### config.mk
export PLATFORM = sky130hd
export DESIGN_NAME = data_mem_lsu_flat
export DESIGN_NICKNAME = d
export VERILOG_FILES = /design/src/rtl/data_mem_lsu_pkg.sv /design/src/rtl/data_mem_lsu_if.sv /design/src/rtl/data_mem_lsu_align.sv /design/src/rtl/data_mem_lsu.sv /design/src/flat_wrapper.sv
export SDC_FILE = /design/constraint.sdc
export NUM_CORES = 1
export LEC_CHECK = 0
export ABC_AREA = 1
export CORE_MARGIN = 4
export CORE_UTILIZATION = 38
export CTS_CLUSTER_DIAMETER = 80
export DETAILED_ROUTE_END_ITERATION = 12
export GPL_ROUTABILITY_DRIVEN = 0
export PLACE_DENSITY_LB_ADDON = 0.3
export SYNTH_ARGS = -nofsm -noshare
export SYNTH_HDL_FRONTEND = slang
export SYNTH_SLANG_ARGS = --single-unit
export TNS_END_PERCENT = 30
### constraint.sdc
create_clock -name clk -period 9 [get_ports clk]
set_input_delay 1.8 -clock clk [delete_from_list [all_inputs] [get_ports clk]]
set_output_delay 1.8 -clock clk [all_outputs]
set_load 0.05 [all_outputs]
### src/rtl/data_mem_lsu_pkg.sv
// Shared definitions for the data-memory load/store unit: RV32I width codes,
// FSM state encoding and request classification helpers.
package lsu_pkg;

  localparam logic [2:0] F3_B  = 3'b000;
  localparam logic [2:0] F3_H  = 3'b001;
  localparam logic [2:0] F3_W  = 3'b010;
  localparam logic [2:0] F3_BU = 3'b100;
  localparam logic [2:0] F3_HU = 3'b101;

  typedef enum logic [2:0] {
    ST_IDLE,
    ST_RD,
    ST_RD_WAIT,
    ST_WR,
    ST_RESP
  } lsu_state_t;

  // Unsigned variants only make sense for loads, so any 1xx code on a store is illegal.
  function automatic logic f3_illegal(input logic we, input logic [2:0] f3);
    logic bad;
    case (f3)
      3'b011, 3'b110, 3'b111: bad = 1'b1;
      default:                bad = we & f3[2];
    endcase
    return bad;
  endfunction

  function automatic logic is_misaligned(input logic [2:0] f3, input logic [1:0] off);
    return (((f3 == F3_H) || (f3 == F3_HU)) && off[0]) ||
           ((f3 == F3_W) && (off != 2'b00));
  endfunction

endpackage

### src/rtl/data_mem_lsu_if.sv
// Request/response channel from the execute stage and the word-wide data-memory
// channel driven by the load/store unit.
interface lsu_req_if;
  logic        req_valid;
  logic        req_ready;
  logic        req_we;
  logic [2:0]  req_funct3;
  logic [31:0] req_addr;
  logic [31:0] req_wdata;
  logic        resp_valid;
  logic [31:0] resp_rdata;
  logic        resp_misaligned;
  logic        resp_fault;

  modport master (
    output req_valid, req_we, req_funct3, req_addr, req_wdata,
    input  req_ready, resp_valid, resp_rdata, resp_misaligned, resp_fault
  );

  modport slave (
    input  req_valid, req_we, req_funct3, req_addr, req_wdata,
    output req_ready, resp_valid, resp_rdata, resp_misaligned, resp_fault
  );
endinterface

interface lsu_mem_if;
  logic [31:0] mem_addr;
  logic        mem_r_enable;
  logic        mem_w_enable;
  logic [31:0] mem_wdata;
  logic [31:0] mem_rdata;

  modport master (
    output mem_addr, mem_r_enable, mem_w_enable, mem_wdata,
    input  mem_rdata
  );

  modport slave (
    input  mem_addr, mem_r_enable, mem_w_enable, mem_wdata,
    output mem_rdata
  );
endinterface

### src/rtl/data_mem_lsu_align.sv
// Byte-lane datapath: extracts and extends load data from a memory word, and
// merges sub-word store data into a read word for read-modify-write.
module lsu_align
  import lsu_pkg::*;
(
  input  logic [1:0]  offset,
  input  logic [2:0]  funct3,
  input  logic [31:0] word,
  input  logic [15:0] wdata,
  output logic [31:0] rdata_ext,
  output logic [31:0] merged
);

  logic [31:0] shifted;
  assign shifted = word >> {offset, 3'b000};

  always_comb begin
    rdata_ext = '0;
    case (funct3)
      F3_B:    rdata_ext = {{24{shifted[7]}}, shifted[7:0]};
      F3_BU:   rdata_ext = {24'b0, shifted[7:0]};
      F3_H:    rdata_ext = {{16{shifted[15]}}, shifted[15:0]};
      F3_HU:   rdata_ext = {16'b0, shifted[15:0]};
      F3_W:    rdata_ext = word;
      default: rdata_ext = '0;
    endcase
  end

  // A halfword store occupies the lane pair selected by offset[1]; its upper
  // byte lands in the odd lane of that pair.
  generate
    for (genvar gi = 0; gi < 4; gi++) begin : g_lane
      localparam logic [1:0] LANE = 2'(gi);
      logic       lane_hit;
      logic [7:0] lane_src;

      assign lane_hit = ((funct3 == F3_B) && (offset == LANE)) ||
                        ((funct3 == F3_H) && (offset[1] == LANE[1]));
      assign lane_src = ((funct3 == F3_H) && LANE[0]) ? wdata[15:8] : wdata[7:0];
      assign merged[8*gi +: 8] = lane_hit ? lane_src : word[8*gi +: 8];
    end
  endgenerate

endmodule

### src/rtl/data_mem_lsu.sv
// Load/store unit: turns one RV32I byte/half/word request at a time into word
// accesses on a byte-enable-less data memory, using read-modify-write for sub-word stores.
module data_mem_lsu
  import lsu_pkg::*;
#(
  parameter int MEM_WORDS = 256
) (
  input  logic       clk,
  input  logic       rst,
  lsu_req_if.slave   req,
  lsu_mem_if.master  mem
);

  localparam logic [29:0] WORD_LIMIT = 30'(MEM_WORDS);

  lsu_state_t  state_q, state_d;
  logic        we_q, we_d;
  logic [2:0]  f3_q, f3_d;
  logic [1:0]  offset_q, offset_d;
  logic [15:0] wdata_q, wdata_d;

  logic        req_ready_q, req_ready_d;
  logic        resp_valid_q, resp_valid_d;
  logic [31:0] resp_rdata_q, resp_rdata_d;
  logic        resp_mis_q, resp_mis_d;
  logic        resp_fault_q, resp_fault_d;
  logic        mem_r_q, mem_r_d;
  logic        mem_w_q, mem_w_d;
  logic [31:0] mem_addr_q, mem_addr_d;
  logic [31:0] mem_wdata_q, mem_wdata_d;

  logic        acc_fault;
  logic        acc_mis;
  logic [31:0] rdata_ext;
  logic [31:0] merged;

  lsu_align u_align (
    .offset    (offset_q),
    .funct3    (f3_q),
    .word      (mem.mem_rdata),
    .wdata     (wdata_q),
    .rdata_ext (rdata_ext),
    .merged    (merged)
  );

  assign acc_fault = f3_illegal(req.req_we, req.req_funct3) ||
                     (req.req_addr[31:2] >= WORD_LIMIT);
  assign acc_mis   = is_misaligned(req.req_funct3, req.req_addr[1:0]);

  always_comb begin
    state_d      = state_q;
    we_d         = we_q;
    f3_d         = f3_q;
    offset_d     = offset_q;
    wdata_d      = wdata_q;
    req_ready_d  = 1'b0;
    resp_valid_d = 1'b0;
    resp_rdata_d = resp_rdata_q;
    resp_mis_d   = resp_mis_q;
    resp_fault_d = resp_fault_q;
    mem_r_d      = 1'b0;
    mem_w_d      = 1'b0;
    mem_addr_d   = '0;
    mem_wdata_d  = '0;

    case (state_q)
      ST_IDLE: begin
        req_ready_d = 1'b1;
        if (req.req_valid) begin
          req_ready_d = 1'b0;
          we_d        = req.req_we;
          f3_d        = req.req_funct3;
          offset_d    = req.req_addr[1:0];
          wdata_d     = req.req_wdata[15:0];
          if (acc_fault || acc_mis) begin
            // Rejected requests never touch memory; fault outranks misalignment.
            state_d      = ST_RESP;
            resp_valid_d = 1'b1;
            resp_rdata_d = '0;
            resp_fault_d = acc_fault;
            resp_mis_d   = ~acc_fault;
          end else if (!req.req_we || (req.req_funct3 != F3_W)) begin
            state_d    = ST_RD;
            mem_r_d    = 1'b1;
            mem_addr_d = {req.req_addr[31:2], 2'b00};
          end else begin
            state_d     = ST_WR;
            mem_w_d     = 1'b1;
            mem_addr_d  = {req.req_addr[31:2], 2'b00};
            mem_wdata_d = req.req_wdata;
          end
        end
      end
      ST_RD: begin
        state_d    = ST_RD_WAIT;
        mem_addr_d = mem_addr_q;
      end
      ST_RD_WAIT: begin
        if (!we_q) begin
          state_d      = ST_RESP;
          resp_valid_d = 1'b1;
          resp_rdata_d = rdata_ext;
          resp_mis_d   = 1'b0;
          resp_fault_d = 1'b0;
        end else begin
          state_d     = ST_WR;
          mem_w_d     = 1'b1;
          mem_addr_d  = mem_addr_q;
          mem_wdata_d = merged;
        end
      end
      ST_WR: begin
        state_d      = ST_RESP;
        resp_valid_d = 1'b1;
        resp_rdata_d = '0;
        resp_mis_d   = 1'b0;
        resp_fault_d = 1'b0;
      end
      ST_RESP: begin
        state_d     = ST_IDLE;
        req_ready_d = 1'b1;
      end
      default: begin
        state_d     = ST_IDLE;
        req_ready_d = 1'b1;
      end
    endcase
  end

  always_ff @(posedge clk or posedge rst) begin
    if (rst) begin
      state_q      <= ST_IDLE;
      we_q         <= 1'b0;
      f3_q         <= '0;
      offset_q     <= '0;
      wdata_q      <= '0;
      req_ready_q  <= 1'b1;
      resp_valid_q <= 1'b0;
      resp_rdata_q <= '0;
      resp_mis_q   <= 1'b0;
      resp_fault_q <= 1'b0;
      mem_r_q      <= 1'b0;
      mem_w_q      <= 1'b0;
      mem_addr_q   <= '0;
      mem_wdata_q  <= '0;
    end else begin
      state_q      <= state_d;
      we_q         <= we_d;
      f3_q         <= f3_d;
      offset_q     <= offset_d;
      wdata_q      <= wdata_d;
      req_ready_q  <= req_ready_d;
      resp_valid_q <= resp_valid_d;
      resp_rdata_q <= resp_rdata_d;
      resp_mis_q   <= resp_mis_d;
      resp_fault_q <= resp_fault_d;
      mem_r_q      <= mem_r_d;
      mem_w_q      <= mem_w_d;
      mem_addr_q   <= mem_addr_d;
      mem_wdata_q  <= mem_wdata_d;
    end
  end

  assign req.req_ready       = req_ready_q;
  assign req.resp_valid      = resp_valid_q;
  assign req.resp_rdata      = resp_rdata_q;
  assign req.resp_misaligned = resp_mis_q;
  assign req.resp_fault      = resp_fault_q;
  assign mem.mem_addr        = mem_addr_q;
  assign mem.mem_r_enable    = mem_r_q;
  assign mem.mem_w_enable    = mem_w_q;
  assign mem.mem_wdata       = mem_wdata_q;

endmodule

### src/flat_wrapper.sv
// flat-port wrapper written by rule: the top's interface ports become plain ports
module data_mem_lsu_flat import lsu_pkg::*;
#(
  parameter int MEM_WORDS = 256
)
  (clk, rst, req_req_valid, req_req_we, req_req_funct3, req_req_addr, req_req_wdata, req_req_ready, req_resp_valid, req_resp_rdata, req_resp_misaligned, req_resp_fault, mem_mem_addr, mem_mem_r_enable, mem_mem_w_enable, mem_mem_wdata, mem_mem_rdata);
  lsu_req_if req_i ();
  lsu_mem_if mem_i ();
  input  logic clk;
  input  logic rst;
  input wire logic [$bits(req_i.req_valid)-1:0] req_req_valid;
  input wire logic [$bits(req_i.req_we)-1:0] req_req_we;
  input wire logic [$bits(req_i.req_funct3)-1:0] req_req_funct3;
  input wire logic [$bits(req_i.req_addr)-1:0] req_req_addr;
  input wire logic [$bits(req_i.req_wdata)-1:0] req_req_wdata;
  output wire logic [$bits(req_i.req_ready)-1:0] req_req_ready;
  output wire logic [$bits(req_i.resp_valid)-1:0] req_resp_valid;
  output wire logic [$bits(req_i.resp_rdata)-1:0] req_resp_rdata;
  output wire logic [$bits(req_i.resp_misaligned)-1:0] req_resp_misaligned;
  output wire logic [$bits(req_i.resp_fault)-1:0] req_resp_fault;
  output wire logic [$bits(mem_i.mem_addr)-1:0] mem_mem_addr;
  output wire logic [$bits(mem_i.mem_r_enable)-1:0] mem_mem_r_enable;
  output wire logic [$bits(mem_i.mem_w_enable)-1:0] mem_mem_w_enable;
  output wire logic [$bits(mem_i.mem_wdata)-1:0] mem_mem_wdata;
  input wire logic [$bits(mem_i.mem_rdata)-1:0] mem_mem_rdata;
  assign req_i.req_valid = req_req_valid;
  assign req_i.req_we = req_req_we;
  assign req_i.req_funct3 = req_req_funct3;
  assign req_i.req_addr = req_req_addr;
  assign req_i.req_wdata = req_req_wdata;
  assign req_req_ready = req_i.req_ready;
  assign req_resp_valid = req_i.resp_valid;
  assign req_resp_rdata = req_i.resp_rdata;
  assign req_resp_misaligned = req_i.resp_misaligned;
  assign req_resp_fault = req_i.resp_fault;
  assign mem_mem_addr = mem_i.mem_addr;
  assign mem_mem_r_enable = mem_i.mem_r_enable;
  assign mem_mem_w_enable = mem_i.mem_w_enable;
  assign mem_mem_wdata = mem_i.mem_wdata;
  assign mem_i.mem_rdata = mem_mem_rdata;
  data_mem_lsu #(.MEM_WORDS(MEM_WORDS)) u_core (.clk(clk), .rst(rst), .req(req_i), .mem(mem_i));
endmodule
# After elaboration in Yosys (flattened, before gate mapping)
# Cells that the tools add are included.
# totals
word_cells	115
ff_bits	127
inputBits	103
# classes
shifts	1
eq_ne	20
reduce_logical	28
order_cmp	1
n_mux	47
bitwise_logic	4
# ops
op	n
$mux W32	10
$pmux W32 S3	2
$pmux W32 S5	1
$pmux W32 S2	1
$mux W8	5
$shr A32 B5 Y16	1
$ge A30 B9 Y1 const B	1
$mux W1	18
$eq A3 B2 Y1 const B	5
$eq A3 B3 Y1 const B	5
$pmux W3 S4	1
$eq A3 B1 Y1 const B	3
$logic_or A1 B1 Y1	9
$mux W3	3
$pmux W1 S3	3
$logic_and A1 B1 Y1	8
$logic_not A3 Y1	2
$reduce_or A3 Y1	2
$eq A2 B2 Y1 const B	2
$ne A2 B2 Y1 const B	2
$pmux W1 S2	2
$reduce_and A2 Y1	2
$reduce_and A4 Y1	1
$ne A3 B2 Y1 const B	1
9 further kinds	11

# Depth between registers and ports, before layout
# Gate-level depths: netlist of the first run.
# logic_depth
word_depth	8
mapped_depth	11
depth_no_buf	10

# Hierarchy
# A second synthesis of the first run with hierarchy kept.
# hier_totals
hier_cells	854
area_unflattened_um2	6536.3
# by_module_without_submodules
mod	n_inst	seq_area_each_um2	cells_per_inst	area_per_inst_um2
data_mem_lsu	1	3129.3	542	5051.1
lsu_align	1	0.0	312	1485.2

# Worst setup path before layout of the first run
# No wires, ideal clock.
# synth_timing
kind	input -> register
startpoint	input port req_req_funct3[2]
endpoint	register u_core.resp_rdata_q[10] (netlist: u_core.req.resp_rdata[10])
stages	10
path_buffers	1
t_arrival_ns	2.816
setup_slack_ns	6.118
required_time_ns	8.933
path_cell_list	nor2_1 nand3_1 nand2_1 inv_1 nand3_1 nand2_1 nand2_2 buf_2 nand2_1 nand2_1
# synth_via
elab_chain_cells	7
word_cells_on_any_way	17
cone_classes	eq/ne (7); mux (1); bitwise (1); reduce/logical (8)
# synth_lines
element	line_no	rtl
start, declared	flat_wrapper.sv:13	input wire logic [$bits(req_i.req_funct3)-1:0] req_req_funct3;
$eq A3 B2 Y1, or another cell as far along	data_mem_lsu_pkg.sv:22	case (f3)
$reduce_or A3 Y1 or $logic_or A1 B1 Y1 (tied branches)	data_mem_lsu_pkg.sv:22, data_mem_lsu_pkg.sv:30	
$mux W1 or $logic_and A1 B1 Y1 (tied branches)	data_mem_lsu_pkg.sv:22, data_mem_lsu_pkg.sv:30	
$logic_or A1 B1 Y1 (on tied branches)	data_mem_lsu.sv:46, data_mem_lsu_pkg.sv:30	
$logic_or A1 B1 Y1 *	data_mem_lsu.sv:75	if (acc_fault || acc_mis) begin
$ne A2 B1 Y1 (no source line) *	--	
$reduce_and A4 Y1 (no source line) *	--	
end signal, assigned	data_mem_lsu.sv:154	resp_rdata_q <= resp_rdata_d;
end, declared	data_mem_lsu.sv:24	logic [31:0] resp_rdata_q, resp_rdata_d;
# Every way passes the cells marked *; elsewhere a longest branch is shown, timed or not.
# A chain may end at the register's enable or synchronous reset.

# Worst setup path after layout of the first run
# layout_timing
startpoint	input port req_req_funct3[0]
endpoint	register u_core.resp_rdata_q[9] (netlist: u_core.req.resp_rdata[9])
# The elaborated chain is that of the path after synthesis.

==> results of run 1 <==
## how the worst min path moves through the flow
stage | startpoint | end | slack [ns] | cells after the start
detailed placement | u_core.wdata_q[8] | u_core.wdata_q[8] | 0.47 | 2
floorplan | u_core.wdata_q[10] | u_core.wdata_q[10] | 0.45 | 2
global placement | u_core.wdata_q[8] | u_core.wdata_q[8] | 0.47 | 2
CTS | u_core.wdata_q[8] | u_core.wdata_q[8] | 0.48 | 2
finish | u_core.wdata_q[8] | u_core.wdata_q[8] | 0.48 | 2
global route | u_core.wdata_q[15] | u_core.wdata_q[15] | 0.50 | 2
## final cells by class
type,instances,share of cell area (%)
inverters,98,4.13
clock buffers,25,5.75
well taps,216,3.01
repair buffers,207,23.0
multi-input cells,583,28.1
clock inverters,6,1.17
flip-flops and latches,125,34.9
## power by group
group          switching (uW)  total [uW]  leakage [uW]  internal (uW)
clock network             235         712      0.000309            477
logic                     138         217       0.00229           79.0
registers                8.26         586       0.00170            577
## through the flow
step	hold slack, ns	setup WS, ns
after floorplan	0.448	3.87
after global placement	0.465	4.78
after detailed placement	0.469	4.68
after CTS	0.482	5.10
after global routing	0.504	4.76
final	0.482	5.08
## cell usage in the layout (no fill, tap or decap), types with 6 or more instances in the layout
cell / synthesis / routed
clkdlybuf4s50_1: 0 / 202
dfrtp_1: 124 / 124
nor2_1: 98 / 97
o21ai_1: 17 / 17
o21ai_0: 73 / 73
clkbuf_8: 0 / 6
nand3_1: 53 / 53
nand2_1: 283 / 283
a21oi_1: 27 / 27
inv_1: 93 / 92
clkbuf_16: 0 / 17
o211ai_1: 16 / 16
## registers in the layout, summed over array words and instances, names as in the netlist
| signal | flops |
|---|---|
| u_core.state_q | 3 |
| u_core.offset_q | 2 |
| u_core.mem.mem_addr | 30 |
| u_core.mem.mem_r_enable | 1 |
| u_core.mem.mem_w_enable | 1 |
| u_core.req.resp_fault | 1 |
| u_core.req.resp_valid | 1 |
| u_core.req.resp_rdata | 32 |
| u_core.f3_q | 3 |
| u_core.we_q | 1 |
| u_core.wdata_q | 16 |
| u_core.req.req_ready | 1 |
| u_core.req.resp_misaligned | 1 |
| u_core.mem.mem_wdata | 32 |
## worst min-delay path: stages, from the launching register on
cell     delay [ns]
dfrtp_1        0.33
nand2_1        0.05
o21ai_0        0.06
## routing by layer
metal  share of wire [%]  wire length, um  vias up
li1                    -                -     3014
met1                  43             8200     2728
met2                  45             8640      263
met3                  10             1950       32
met4                 2.2              417        0
met5                   0                0        -
## cells by family (layout without fill, tap and decap cells)
family / count (synthesis) / count (layout) / share of synthesized area, %
simple gates: 447 / 447 / 28.9
other cells: 1 / 2 / 0.0605
buf+inv: 137 / 336 / 9.02
flops: 125 / 125 / 50.5
compound gates: 134 / 134 / 11.5
==> impl_metrics.ini, run 1 <==
[outcome]
status = complete, no violations

[floorplan]
io_pins = 205
start_util_pct = 38.9
die-area_sq_um = 18400
rows = 46
core-area_sq_um = 15900
die_w_um = 136
die_h_um = 136

[setup_path]
cp_cell_sequence = clkdlybuf4s50_1 > nor2_1 > nand3_1 > nand2_1 > inv_1 > nand3_1 > nand2_1 > buf_4 > nand2_2 > nand2_1 > nand2_1
worstSetupPathType = primary input to flip-flop
endpoint = u_core.req.resp_rdata[9]
endpoint_kind = flip-flop
crit_start = req_req_funct3[0]
worstReg2RegEnd = u_core.state_q[1]
worst_path_max_delay_cell = clkdlybuf4s50_1
crit_fanout = 36
r2r-start = u_core.state_q[2]
crit_family = simple AND/OR/NAND/NOR gates
critical_path.max_stage_delay_ns = 0.53
reg2reg_slack_ns = 6.12
crit_arrival_ns = 4.21
ff2ff_path_depth = 7
worstPathRequired_ns = 9.30
cp.buffers_inverters = 3
cp-start-kind = primary input
cp.depth = 11
crit_top_cell = nand2_1

[grt]
grt.busiest_layer = met2
grtUsageTotal_pct = 21.5
grt_pass1_wl_um = 30600
grt_max_degree = 65
met2_usage_pct = 33.8
antenna_found_initial = 0
grt-ovfl-total = 0
met1_usage_pct = 28.1
grt_pass1_vias = 5850
gr-usage-met3_pct = 6.35

[layout]
diodes = 0
fillerInstances = 1529
syn_to_final_growth_pct = 44.6
utilization_pct = 56.3
layout-drive-gt1-share_pct = 4.69
final_cell_area_sq_um = 8970
multi_input_area_sq_um = 2520
seqCellArea_sq_um = 3130
layoutNonFillerInstCount = 1260
fin_nets = 1135

[sta]
drv_slew = 0
finalSetupViolations = 0
fin_crit_sh_pct = 43.5
hold_viol = 0
worst_slew_pin_slew_ns = 1.17
fin_crit_ns = 3.92
clock.fmax_mhz = 255
rsz0062_at_grt = false
relSlewSlack_pct = 21.7
skew_ns = 0.00867
timing.setup.tns_ns = 0

[power]
ir_worst_vdd_mv = 0.127
p_leak_uw = 0.00430
powerDensity_nw_per_um2 = 169
power_uw = 1520

[clocking]
cts.repair.resized = 0
cts_tree = yes
cts_root_buffer = clkbuf_16
clkTransAtPathRegs_ns = 0.06
cts.sinks = 125
cts_buffers = 17
clk-insertion-delay-late_ns = 0.41
clockBufferDepth = 2
hold_buffers = 0
cts.htree.levels = 4
post-cts-setup-buffers = 0

[synth]
synth_top_area_cell = dfrtp_1
syn_inst = 844
yosys_warnings = 0
ys.flop_type = dfrtp_1
syn_avg_cell_area_sq_um = 7.35
ys_types = 22
synth.area.top_cells = dfrtp_1, nand2_1, nor2_1, o21ai_0, inv_1
synth_area_sq_um = 6200
async_reset_ff_share_pct = 100
synth-edff-count = 0
synth_common_cells = nand2_1, dfrtp_1, nor2_1, inv_1, o21ai_0
synth.top_cell.area_share_pct = 50.0
yosysMostFrequentCell = nand2_1
synth_seq_area_share_pct = 50.5
ys_ff_latch = 125

[drt]
route.detailed.drc = 0
vias = 6037
postRouteAntennaNets = 0
first_pass_iters = 5
via_per_inst = 4.79
wl_um = 19200
drt_iter0_markers = 420
wire_per_inst_um = 15.2

[run]
cap_violations = 0

[placed_design]
dp_hpwl_um = 14300
place_area_sq_um = 8350
io_buffers = 202
placed_cells = 1229

[hold_path]
hold_class = flip-flop to flip-flop
No activity file was read; power rests on OpenSTA's default activity.
==> run 2, diff against run 1 <==
==> constraint.sdc (replaced) <==
create_clock -name clk -period 3.7 [get_ports clk]
set_input_delay 0.74 -clock clk [delete_from_list [all_inputs] [get_ports clk]]
set_output_delay 0.74 -clock clk [all_outputs]
set_load 0.05 [all_outputs]
==> run 2 against run 1 <==
- clock power grew to 2.5 times the previous value
- hold slack better by 0.0082 ns
- combinational power increased by 150%
- count of clock-buffer cells in the layout decreased by 4
- first-iteration DRC count fell by 17%
- flip-flop and latch count did not move
==> impl_metrics.ini, run 2 (same netlist as run 1, synthesis figures left out) <==
[power]
p_leak_uw = 0.00432
powerDensity_nw_per_um2 = 415
ir_worst_vdd_mv = 0.345

[grt]
antenna_found_initial = 0
grt-ovfl-total = 0
grtUsageTotal_pct = 21.7
grt_pass1_wl_um = 30700
grt_pass1_vias = 5847
grt_max_degree = 67

[floorplan]
die_h_um = 136
die_w_um = 136
die-area_sq_um = 18400
rows = 46
core-area_sq_um = 15900
io_pins = 205
start_util_pct = 38.9

[sta]
timing.setup.tns_ns = 0
clock.fmax_mhz = 402
worst_slew_pin_slew_ns = 0.942
hold_viol = 0
drv_slew = 0
fin_crit_sh_pct = 67.2
relSlewSlack_pct = 37.2
finalSetupViolations = 0
fin_crit_ns = 2.49
rsz0062_at_grt = false
skew_ns = 0.0135

[clocking]
clockBufferDepth = 2
cts_buffers = 17
cts_root_buffer = clkbuf_16
hold_buffers = 0
clkTransAtPathRegs_ns = 0.06
cts.repair.resized = 0
post-cts-setup-buffers = 0
cts_tree = yes
cts.sinks = 125
cts.htree.levels = 4
clk-insertion-delay-late_ns = 0.42

[drt]
first_pass_iters = 7
via_per_inst = 4.87
postRouteAntennaNets = 0
wl_um = 19900
drt_iter0_markers = 350
route.detailed.drc = 0
wire_per_inst_um = 15.7
vias = 6157

[setup_path]
worstPathRequired_ns = 2.96
cp_cell_sequence = clkdlybuf4s50_1
critical_path.max_stage_delay_ns = 0.80
crit_fanout = 1
cp-start-kind = flip-flop
endpoint_kind = output pin
crit_arrival_ns = 1.75
worstSetupPathType = flip-flop to output pin
worst_path_max_delay_cell = clkdlybuf4s50_1
crit_family = buffers and inverters
cp.buffers_inverters = 1

[layout]
seqCellArea_sq_um = 3130
fin_nets = 1139
final_common_cell = nand2_1
fillerInstances = 1500
final_cell_mix = nand2_1, clkdlybuf4s50_1, dfrtp_1, nor2_1, inv_1
multi_input_area_sq_um = 2520
final_cell_area_sq_um = 9030
syn_to_final_growth_pct = 45.6
diodes = 0
layout-drive-gt1-share_pct = 5.24

[run]
cap_violations = 0

[placed_design]
place_area_sq_um = 8390
dp_hpwl_um = 14800
io_buffers = 202

[outcome]
status = complete, no violations

[hold_path]
hold_class = flip-flop to flip-flop
-- run 2: cell count changes in the layout (fill, tap and decap cells not counted), sizes merged --
cell      change
buf           +4
bufinv        +1
clkbuf        -4
clkinv        +2
clkinvlp      +3
inv           -1
-- run 2: layout make-up --
class                      count  area share (%)
timing repair buffer         211            23.3
clock buffer                  21            5.21
inverter                      98            4.12
tap                          216            2.99
clock inverter                11            1.82
sequential                   125            34.7
multi-input combinational    583            27.9
-- run 2: worst paths after layout --
| kind | startpoint | end | slack, ns | cells after the start |
|---|---|---|---|---|
| max in group asynchronous | rst | u_core.req.resp_rdata[7] | 2.12 | 3 |
| min | u_core.wdata_q[10] | u_core.wdata_q[10] | 0.49 | 2 |
| min in group asynchronous | rst | u_core.mem.mem_wdata[20] | 0.74 | 2 |
| min reg2reg | u_core.wdata_q[10] | u_core.wdata_q[10] | 0.49 | 2 |
| max | u_core.req.req_ready | req_req_ready | 1.21 | 1 |
| max reg2reg | u_core.state_q[0] | u_core.req.resp_rdata[28] | 1.36 | 8 |
-- run 2: stage by stage --
| step | instances | util, % | setup WS, ns | total power [uW] | hold WS [ns] |
|---|---|---|---|---|---|
| after global placement | 1233 | 52.6 | 1.02 | 1970 | 0.464 |
| final | 1265 | 56.6 | 1.21 | 3750 | 0.490 |
| after global routing | 1265 | 56.6 | 1.09 | 3910 | 0.512 |
| after CTS | 1265 | 56.6 | 1.20 | 3770 | 0.488 |
| after detailed placement | 1233 | 52.6 | 0.947 | 1980 | 0.468 |
| after floorplan | 845 | - | 1.42 | 1760 | 0.448 |
-- run 2: per-layer routing --
layer	routed length, um	GRT usage (%)	vias up
met1	8270	27.5	2833
met2	9190	34.8	270
met3	2050	7.43	28
met5	0	0	-
met4	375	7.50	0
li1	-	-	3026
-- run 2: power by group --
group	internal, uW	switching [uW]	total, uW
clock	1180	613	1790
sequential	1400	21.2	1430
combinational	195	339	534
total	2770	973	3750
==> run 3, diff against run 2 <==
==> constraint.sdc (replaced) <==
create_clock -name clk -period 2.5 [get_ports clk]
set_input_delay 0.5 -clock clk [delete_from_list [all_inputs] [get_ports clk]]
set_output_delay 0.5 -clock clk [all_outputs]
set_load 0.05 [all_outputs]
==> run 3 against run 2 <==
- global-route usage is 0.14 points lower
- power up 40%
- final cell count increased by 0.63%
- first-iteration DRC count grew 31%
- count of clock-buffer cells in the layout increased by 3
- routed wire length shrank 2.3%
- hold slack got worse by 0.0078 ns
- sequential power is 48% higher
- die area unchanged
- core utilization is 0.17 points higher
- critical path type unchanged
- largest power group unchanged
==> impl_metrics.ini, run 3 (same netlist as run 1, synthesis figures left out) <==
[outcome]
status = complete, no violations

[hold_path]
hold_class = flip-flop to flip-flop
holdPathStages = 2
holdPathEnd = u_core.wdata_q[8]
hold_start = u_core.wdata_q[8]

[sta]
hold_viol = 0
finalSetupViolations = 0
fin_crit_sh_pct = 89.9
timing.setup.tns_ns = 0
fin_crit_ns = 2.25
fin_ws_ns = 0.251
drv_slew = 0
relSlewSlack_pct = 61.9
skew_ns = 0.00746
clock.fmax_mhz = 445
rsz0062_at_grt = false
whs_ns = 0.482
worst_slew_pin_slew_ns = 0.568

[power]
powerDensity_nw_per_um2 = 581
ir_worst_vdd_mv = 0.506
power_uw = 5260
p_leak_uw = 0.00434

[placed_design]
dpl_worst_slack_ns = 0.334
io_buffers = 202
dp_hpwl_um = 14600

[floorplan]
die_w_um = 136
rows = 46
die_h_um = 136
start_util_pct = 38.9
io_pins = 205
core-area_sq_um = 15900
die-area_sq_um = 18400

[clocking]
clockBufferDepth = 2
cts.htree.levels = 4
cts.repair.resized = 0
clk-insertion-delay-late_ns = 0.41
cts.sinks = 125
post-cts-setup-buffers = 0
clkTransAtPathRegs_ns = 0.06
cts_tree = yes
hold_buffers = 0
cts_buffers = 17
cts_root_buffer = clkbuf_16

[drt]
wire_per_inst_um = 15.3
route.detailed.drc = 0
drt_iter0_markers = 458
via_per_inst = 4.78
wl_um = 19400
first_pass_iters = 5
postRouteAntennaNets = 0
vias = 6082

[grt]
grt_pass1_wl_um = 30600
grt-ovfl-total = 0
grt_max_degree = 73
antenna_found_initial = 0
grt_pass1_vias = 5896
grtUsageTotal_pct = 21.6

[layout]
utilization_pct = 56.8
fin_nets = 1147
fillerInstances = 1492
syn_to_final_growth_pct = 46.0
final_cell_mix = nand2_1, clkdlybuf4s50_1, dfrtp_1, nor2_1, inv_1
layout-drive-gt1-share_pct = 5.58
final_common_cell = nand2_1
diodes = 0

[setup_path]
cp.buffers_inverters = 1
ff2ff_path_depth = 6
cp-start-kind = flip-flop
crit_arrival_ns = 1.75
crit_family = buffers and inverters
r2r-start = u_core.f3_q[1]
cp_cell_sequence = clkdlybuf4s50_1
critical_path.max_stage_delay_ns = 0.82
worstSetupPathType = flip-flop to output pin
reg2reg_slack_ns = 0.61
endpoint_kind = output pin
worstReg2RegEnd = u_core.mem.mem_wdata[27]
worstPathRequired_ns = 2.00
worst_path_max_delay_cell = clkdlybuf4s50_1
crit_fanout = 1

[run]
cap_violations = 0
[run 3: changes by cell type in the layout (fill, tap and decap cells not counted), sizes merged]
cell,delta
bufinv,-2
clkinvlp,-1
buf,+8
clkbuf,+3
[run 3: power breakdown]
part,total (uW),switching (uW),internal (uW)
Clock,2350,837,1510
Combinational,811,502,309
Sequential,2110,29.3,2080
Total,5260,1370,3900
[run 3: metrics by stage]
step,instance area (sq um),cells
floorplan,6210,845
global placement,8490,1241
detailed placement,8490,1241
CTS,9050,1273
global route,9050,1273
finish,9050,1273
[run 3: per-layer routing]
metal,GRT usage (%),part of all wire (%),vias up
li1,-,-,3036
met1,27.2,42,2733
met2,34.3,45,273
met3,6.58,10,40
met4,9.74,3.3,0
met5,0,0,-
[run 3: layout make-up]
type	count	area, sq um	share of cell area [%]
Clock inverter	8	92.6	1.02
Timing Repair Buffer	219	2200	24.3
Inverter	98	372	4.10
Clock buffer	24	472	5.21
Tap cell	216	270	2.98
Multi-Input combinational cell	583	2520	27.8
Sequential cell	125	3130	34.6
[run 3: worst max-delay path by stage]
stage	startpoint	cells after the start	slack (ns)	to
finish	u_core.req.req_ready	1	0.25	req_req_ready
global route	u_core.req.req_ready	1	0.20	req_req_ready
CTS	u_core.req.req_ready	1	0.24	req_req_ready
detailed placement	req_req_funct3[2]	11	0.33	u_core.req.resp_rdata[23]
global placement	req_req_funct3[2]	10	0.38	u_core.req.resp_rdata[23]
floorplan	rst	1	0.46	u_core.f3_q[0]
